`src/rtl/simd_pkg.sv`:
```
// simd_pkg: shared lane geometry and collector state encoding
package simd_pkg;
  localparam int LANE_W = 32;
  localparam int NUM_LANES = 4;
  localparam int WORD_W = 2 * NUM_LANES * LANE_W;
  typedef enum logic [1:0] {ST_IDLE, ST_COLLECT, ST_DRAIN} state_t;
endpackage

```
`src/rtl/simd_result_fifo.sv`:
```
// simd_result_fifo: first-word-fall-through FIFO; holds the last popped word while empty
module simd_result_fifo #(
  parameter int DEPTH = 4,
  parameter int W = simd_pkg::WORD_W,
  parameter int LW = $clog2(DEPTH + 1)
) (
  input  logic          clk,
  input  logic          reset,
  input  logic          push,
  input  logic          pop,
  input  logic [W-1:0]  din,
  output logic [W-1:0]  dout,
  output logic          full,
  output logic          empty,
  output logic [LW-1:0] level
);
  localparam int AW = $clog2(DEPTH);
  logic [W-1:0] mem [DEPTH];
  logic [AW-1:0] rd_ptr, wr_ptr;
  logic [W-1:0] last;
  logic do_push, do_pop;
  assign empty = level == '0;
  assign full = level == LW'(DEPTH);
  assign do_pop = pop & ~empty;
  // a full FIFO still takes a push when the head leaves in the same cycle
  assign do_push = push & (~full | do_pop);
  assign dout = empty ? last : mem[rd_ptr];
  always_ff @(posedge clk or negedge reset)
    if (!reset) begin
      rd_ptr <= '0;
      wr_ptr <= '0;
      level <= '0;
      last <= '0;
    end else begin
      if (do_push) wr_ptr <= wr_ptr + 1'b1;
      if (do_pop) rd_ptr <= rd_ptr + 1'b1;
      if (do_pop) last <= mem[rd_ptr];
      level <= level + LW'(do_push) - LW'(do_pop);
    end
  always_ff @(posedge clk)
    if (do_push) mem[wr_ptr] <= din;
endmodule

```
`src/rtl/simd_result_collector.sv`:
```
// simd_result_collector: packs per-processor result lanes into 256-bit words and streams a burst to the memory controller
module simd_result_collector #(
  parameter int FIFO_DEPTH = 4,
  parameter int LANE_W = 32,
  parameter int CNT_W = 6
) (
  input  logic                  clk,
  input  logic                  reset,
  input  logic                  start,
  input  logic [CNT_W-1:0]      data_size,
  input  logic                  result_valid,
  input  logic [LANE_W-1:0]     out_procc0,
  input  logic [LANE_W-1:0]     out_procc1,
  input  logic [LANE_W-1:0]     out_procc2,
  input  logic [LANE_W-1:0]     out_procc3,
  input  logic [LANE_W-1:0]     out_extra_procc0,
  input  logic [LANE_W-1:0]     out_extra_procc1,
  input  logic [LANE_W-1:0]     out_extra_procc2,
  input  logic [LANE_W-1:0]     out_extra_procc3,
  input  logic                  mc_ready_in,
  output logic                  mc_valid_out,
  output logic [4*LANE_W-1:0]   mc_data_out_lo,
  output logic [4*LANE_W-1:0]   mc_data_out_hi,
  output logic                  busy,
  output logic                  burst_done,
  output logic                  overflow,
  output logic [CNT_W-1:0]      fill_level
);
  import simd_pkg::*;
  localparam int PW = 2 * NUM_LANES * LANE_W;
  localparam int LW = $clog2(FIFO_DEPTH + 1);
  state_t state, state_nxt;
  logic [CNT_W-1:0] exp_cnt, rcv_cnt;
  logic full, empty, push, pop, last_set;
  logic [LW-1:0] level;
  logic [PW-1:0] din, dout;
  assign din = {out_extra_procc3, out_extra_procc2, out_extra_procc1, out_extra_procc0,
                out_procc3, out_procc2, out_procc1, out_procc0};
  assign push = state == ST_COLLECT && result_valid;
  assign pop = !empty && mc_ready_in && state != ST_IDLE;
  assign last_set = rcv_cnt + 1'b1 == exp_cnt;
  simd_result_fifo #(.DEPTH(FIFO_DEPTH), .W(PW), .LW(LW)) u_fifo (
    .clk(clk),
    .reset(reset),
    .push(push),
    .pop(pop),
    .din(din),
    .dout(dout),
    .full(full),
    .empty(empty),
    .level(level)
  );
  always_ff @(posedge clk or negedge reset)
    if (!reset) state <= ST_IDLE;
    else state <= state_nxt;
  always_comb begin
    state_nxt = state;
    case (state)
      ST_IDLE:    if (start) state_nxt = data_size == '0 ? ST_DRAIN : ST_COLLECT;
      ST_COLLECT: if (result_valid && last_set) state_nxt = ST_DRAIN;
      ST_DRAIN:   if (empty) state_nxt = ST_IDLE;
      default:    state_nxt = ST_IDLE;
    endcase
  end
  // every strobe counts toward the burst, including sets dropped on a full buffer
  always_ff @(posedge clk or negedge reset)
    if (!reset) begin
      exp_cnt <= '0;
      rcv_cnt <= '0;
      overflow <= 1'b0;
    end else if (state == ST_IDLE && start) begin
      exp_cnt <= data_size;
      rcv_cnt <= '0;
      overflow <= 1'b0;
    end else if (push) begin
      rcv_cnt <= rcv_cnt + 1'b1;
      if (full && !pop) overflow <= 1'b1;
    end
  always_comb begin
    busy = state != ST_IDLE;
    burst_done = state == ST_DRAIN && empty;
    mc_valid_out = !empty;
    mc_data_out_lo = dout[PW/2-1:0];
    mc_data_out_hi = dout[PW-1:PW/2];
    fill_level = CNT_W'(level);
  end
endmodule

```
`config.mk`:
```
export PLATFORM = sky130hd
export DESIGN_NAME = simd_result_collector
export DESIGN_NICKNAME = d
export VERILOG_FILES = /design/src/rtl/simd_pkg.sv /design/src/rtl/simd_result_fifo.sv /design/src/rtl/simd_result_collector.sv
export SDC_FILE = /design/constraint.sdc
export NUM_CORES = 2
export LEC_CHECK = 0
export ABC_AREA = 1
export CORE_ASPECT_RATIO = 1.75
export CORE_MARGIN = 3
export CORE_UTILIZATION = 60
export CTS_BUF_LIST = sky130_fd_sc_hd__clkbuf_8
export CTS_CLUSTER_DIAMETER = 100
export CTS_CLUSTER_SIZE = 16
export DETAILED_ROUTE_END_ITERATION = 10
export DONT_BUFFER_PORTS = 1
export PLACE_DENSITY = 0.85
export SKIP_LAST_GASP = 1
export SLEW_MARGIN = 10
export SYNTH_ARGS = -nofsm -noshare
export SYNTH_HDL_FRONTEND = slang
export SYNTH_SLANG_ARGS = --single-unit
```
`constraint.sdc`:
```
create_clock -name clk -period 13.72 [get_ports clk]
set_input_delay 1.372 -clock clk [delete_from_list [all_inputs] [get_ports clk]]
set_output_delay 1.372 -clock clk [all_outputs]
set_load 0.005 [all_outputs]
```
==> flow_summary_export.csv <==
group,metric,value,unit
synth,synth_seq_cells,1302,
grt,grt_overflow_total,0,
critical_path,critical_path.startpoint_type,"flip-flop",
place,detailed_place_hpwl,66.9,mm
min_path,min_path_type,"primary input to asynchronous set/reset pin",
sta,setup_tns,0,ns
final_layout,layout.cells.most_common_list,"sky130_fd_sc_hd__edfxtp_1 (1,024), sky130_fd_sc_hd__o21ai_0 (980), sky130_fd_sc_hd__nand2_1 (547)",
detailed_routing,post_drt_via_cell_ratio,6.03,
sta,slew-limit-headroom,0.153,
sta,hold_viol,0,
synth,post_synth_instance_area,51400,sq um
sta,final_max_slew_viol_count,0,
clocking,clock-sinks,1302,
sta,fin_worst_skew,0.0479,ns
final_layout,layout_cell_share_with_drive_strength_beyond_1,0.0340,
grt,grt_pass1_vias,30400,
place,numPortBuffers,0,
critical_path,worstSetupPathType,"flip-flop to primary output",
synth,yosysUniqueCellTypes,30,
place,gp_congestion,0.789,
power_and_ir_drop,share_seq_of_total_power,0.473,
synth,ys_warn_count,0,
clocking,post-cts-setup-buffers,0,
sta,setup-violations-final,0,
detailed_routing,1st_iter_drt_viols,3040,
sta,fin_crit,6.34,ns
synth,post_synth_inst_count,4293,
die,fp.dieArea,89300,sq um
die,pin_count,533,
die,floorplan.rows,141,
power_and_ir_drop,power.internal,6660,uW
critical_path,worst-endpoint-arrival,4.97,ns
detailed_routing,dr_vias,31900,
grt,globalRouteTotalUtil,0.250,
detailed_routing,drt_pre_antenna_iters,5,
clocking,worst_setup_hold_path_clk_slew,0.10,ns
grt,grt_antenna_before_repair,3,
critical_path,endpoint_kind,"primary output",
run_status,run_status,"finished, final reports clean",
clocking,cts_buffers,91,
die,die-width,227,microns
die,fp.dieH,393,microns
sta,worst_hold_slack,0.278,ns
die,floorplan.initialDensity,0.607,
power_and_ir_drop,net-switching-power,4370,uW
power_and_ir_drop,sw_frac_of_total,0.396,
grt,grt_pass1_wl,172,mm
synth,postSynthAreaPerCell,12.0,sq um
power_and_ir_drop,power.static_leakage,0.0191,uW
power_and_ir_drop,p_per_area,207,nW/um^2
clocking,clock_tree.buffer_depth,3,
critical_path,worst_ep_required_time,12.35,ns
final_layout,layout.cells.most_common,"sky130_fd_sc_hd__edfxtp_1",
grt,grt_start_max_net_pins,279,
clocking,cts_tree,"done",
power_and_ir_drop,clock_share_of_power,0.164,
final_layout,syn2layout_area_growth,3.78,%
sta,worst_pin_slew,1.27,ns
synth,synth.yosys.seq_area_share,0.734,
sta,timing.final.crit_share,0.462,
power_and_ir_drop,vdd.ir_drop.worst,0.000259,V
final_layout,final_net_count,4408,
clocking,cts_hold_buffers,0,
die,core_area,84700,sq um
sta,fmax,158,MHz
detailed_routing,route.antenna.remaining_nets,0,
power_and_ir_drop,power.share.combinational,0.363,
clocking,clock_tree.htree_level_count,3,
detailed_routing,post-route-drc-count,0,
sta,setup_repair_after_global_routing_missed_its_margin,"false",
run,cap_viol_max_count,0,
detailed_routing,wl,114,mm
clocking,clock_insertion_delay_worst_skew,0.77,ns
clocking,post_cts_resized,0,
critical_path,critPathMaxFanout,213,
detailed_routing,route.detailed.wl_per_inst,21.7,microns
clocking,clock_tree.root_cell,"sky130_fd_sc_hd__clkbuf_8",
## sequential cells by signal, indices dropped and copies added, names as in the netlist
signal,flops
overflow,1
u_fifo.wr_ptr,2
rcv_cnt,6
u_fifo.rd_ptr,2
u_fifo.level,3
u_fifo.last,256
u_fifo.mem,1024
state,2
exp_cnt,6
## layout make-up
class / instances / area (sq um)
diodes: 1 / 2.50
fillers: 5968 / 31400
inverters: 292 / 1120
repair buffers: 31 / 308
clock inverters: 78 / 340
well taps: 1072 / 1340
flip-flops and latches: 1302 / 37700
multi-input cells: 2415 / 11200
clock buffers: 94 / 1290
## logic make-up (layout without fill, tap and decap cells)
family	after synthesis	after routing	synth area share
AO/OA/AOI/OAI	1299	1299	0.133
flip-flops	1302	1302	0.734
buffers and inverters	578	495	0.0491
XOR/XNOR	5	5	0.000852
other	1	4	0.0000730
adder cells (fa/ha/maj)	8	8	0.00209
AND/OR/NAND/NOR	1100	1100	0.0811
## critical path, cell delays in order, from the launching register on
cell and delay (ns):
sky130_fd_sc_hd__dfrtp_4 0.79, sky130_fd_sc_hd__inv_16 0.56, sky130_fd_sc_hd__buf_4 0.84, sky130_fd_sc_hd__buf_4 1.06, sky130_fd_sc_hd__o21ai_0 0.19, sky130_fd_sc_hd__o22ai_1 0.39, sky130_fd_sc_hd__nand2_1 0.09, sky130_fd_sc_hd__o21ai_0 0.19
## metal layers
metal	share of wire	up-vias	wire [microns]	track usage
met3	0.12	196	13800	0.0919
met2	0.49	1469	56500	0.420
met4	0.031	2	3570	0.0923
li1	-	14700	-	-
met5	0.000070	-	8	0
met1	0.35	15500	40600	0.295
## cells in the mapped netlist (all sizes together)
master | n | share of area
inv | 292 | 0.021
nor2 | 529 | 0.039
dfrtp | 278 | 0.14
xnor2 | 2 | 0.00034
nand2 | 548 | 0.040
nand3 | 18 | 0.0019
buf | 153 | 0.018
o21ai | 1038 | 0.10
a21oi | 1 | 0.000097
or2 | 1 | 0.00012
nor3 | 1 | 0.000097
o21a | 1 | 0.00015
conb | 1 | 0.000073
ha | 7 | 0.0017
fa | 1 | 0.00039
clkbuf | 133 | 0.0098
nand4 | 2 | 0.00024
a21boi | 1 | 0.00015
nor4 | 1 | 0.00012
edfxtp | 1024 | 0.60
xor2 | 3 | 0.00051
o22ai | 258 | 0.031
## power groups by stage
stage          registers (uW)  clock network, uW  logic [uW]
3_3_place_gp             5280                  0        3820
3_5_place_dp             5310                  0        3980
6_report                 5220               1810        4000
5_1_grt                  5280               1990        4520
2_1_floorplan            5330                  0        2980
4_1_cts                  5220               1850        4000
## metrics by stage
stage               area, sq um   util  cells  setup slack [ns]  power, uW
global placement          51700  0.610   5112              8.20       9100
finish                    53300  0.630   5285              7.38      11000
detailed placement        51700  0.610   5112              8.11       9290
CTS                       53300  0.630   5284              7.26      11100
floorplan                 51400      -   4295             0.482       8310
global route              53300  0.630   5285              7.00      11800
## worst paths after layout
kind | from | endpoint | slack, ns | depth (start not counted)
min | reset | u_fifo.last[96]$_DFFE_PN0P_ | 0.28 | 0
max in group asynchronous | reset | u_fifo.last[226]$_DFFE_PN0P_ | 12.78 | 0
max | u_fifo.rd_ptr[0]$_DFFE_PN0P_ | mc_data_out_lo[11] | 7.38 | 7
max reg2reg | u_fifo.level[2]$_DFF_PN0_ | u_fifo.mem[1][227]$_DFFE_PP_ | 9.34 | 8
min in group clk | exp_cnt[0]$_DFFE_PN0P_ | exp_cnt[0]$_DFFE_PN0P_ | 0.52 | 2
min reg2reg | exp_cnt[0]$_DFFE_PN0P_ | exp_cnt[0]$_DFFE_PN0P_ | 0.52 | 2
No activity file was read; power rests on OpenSTA's default activity.
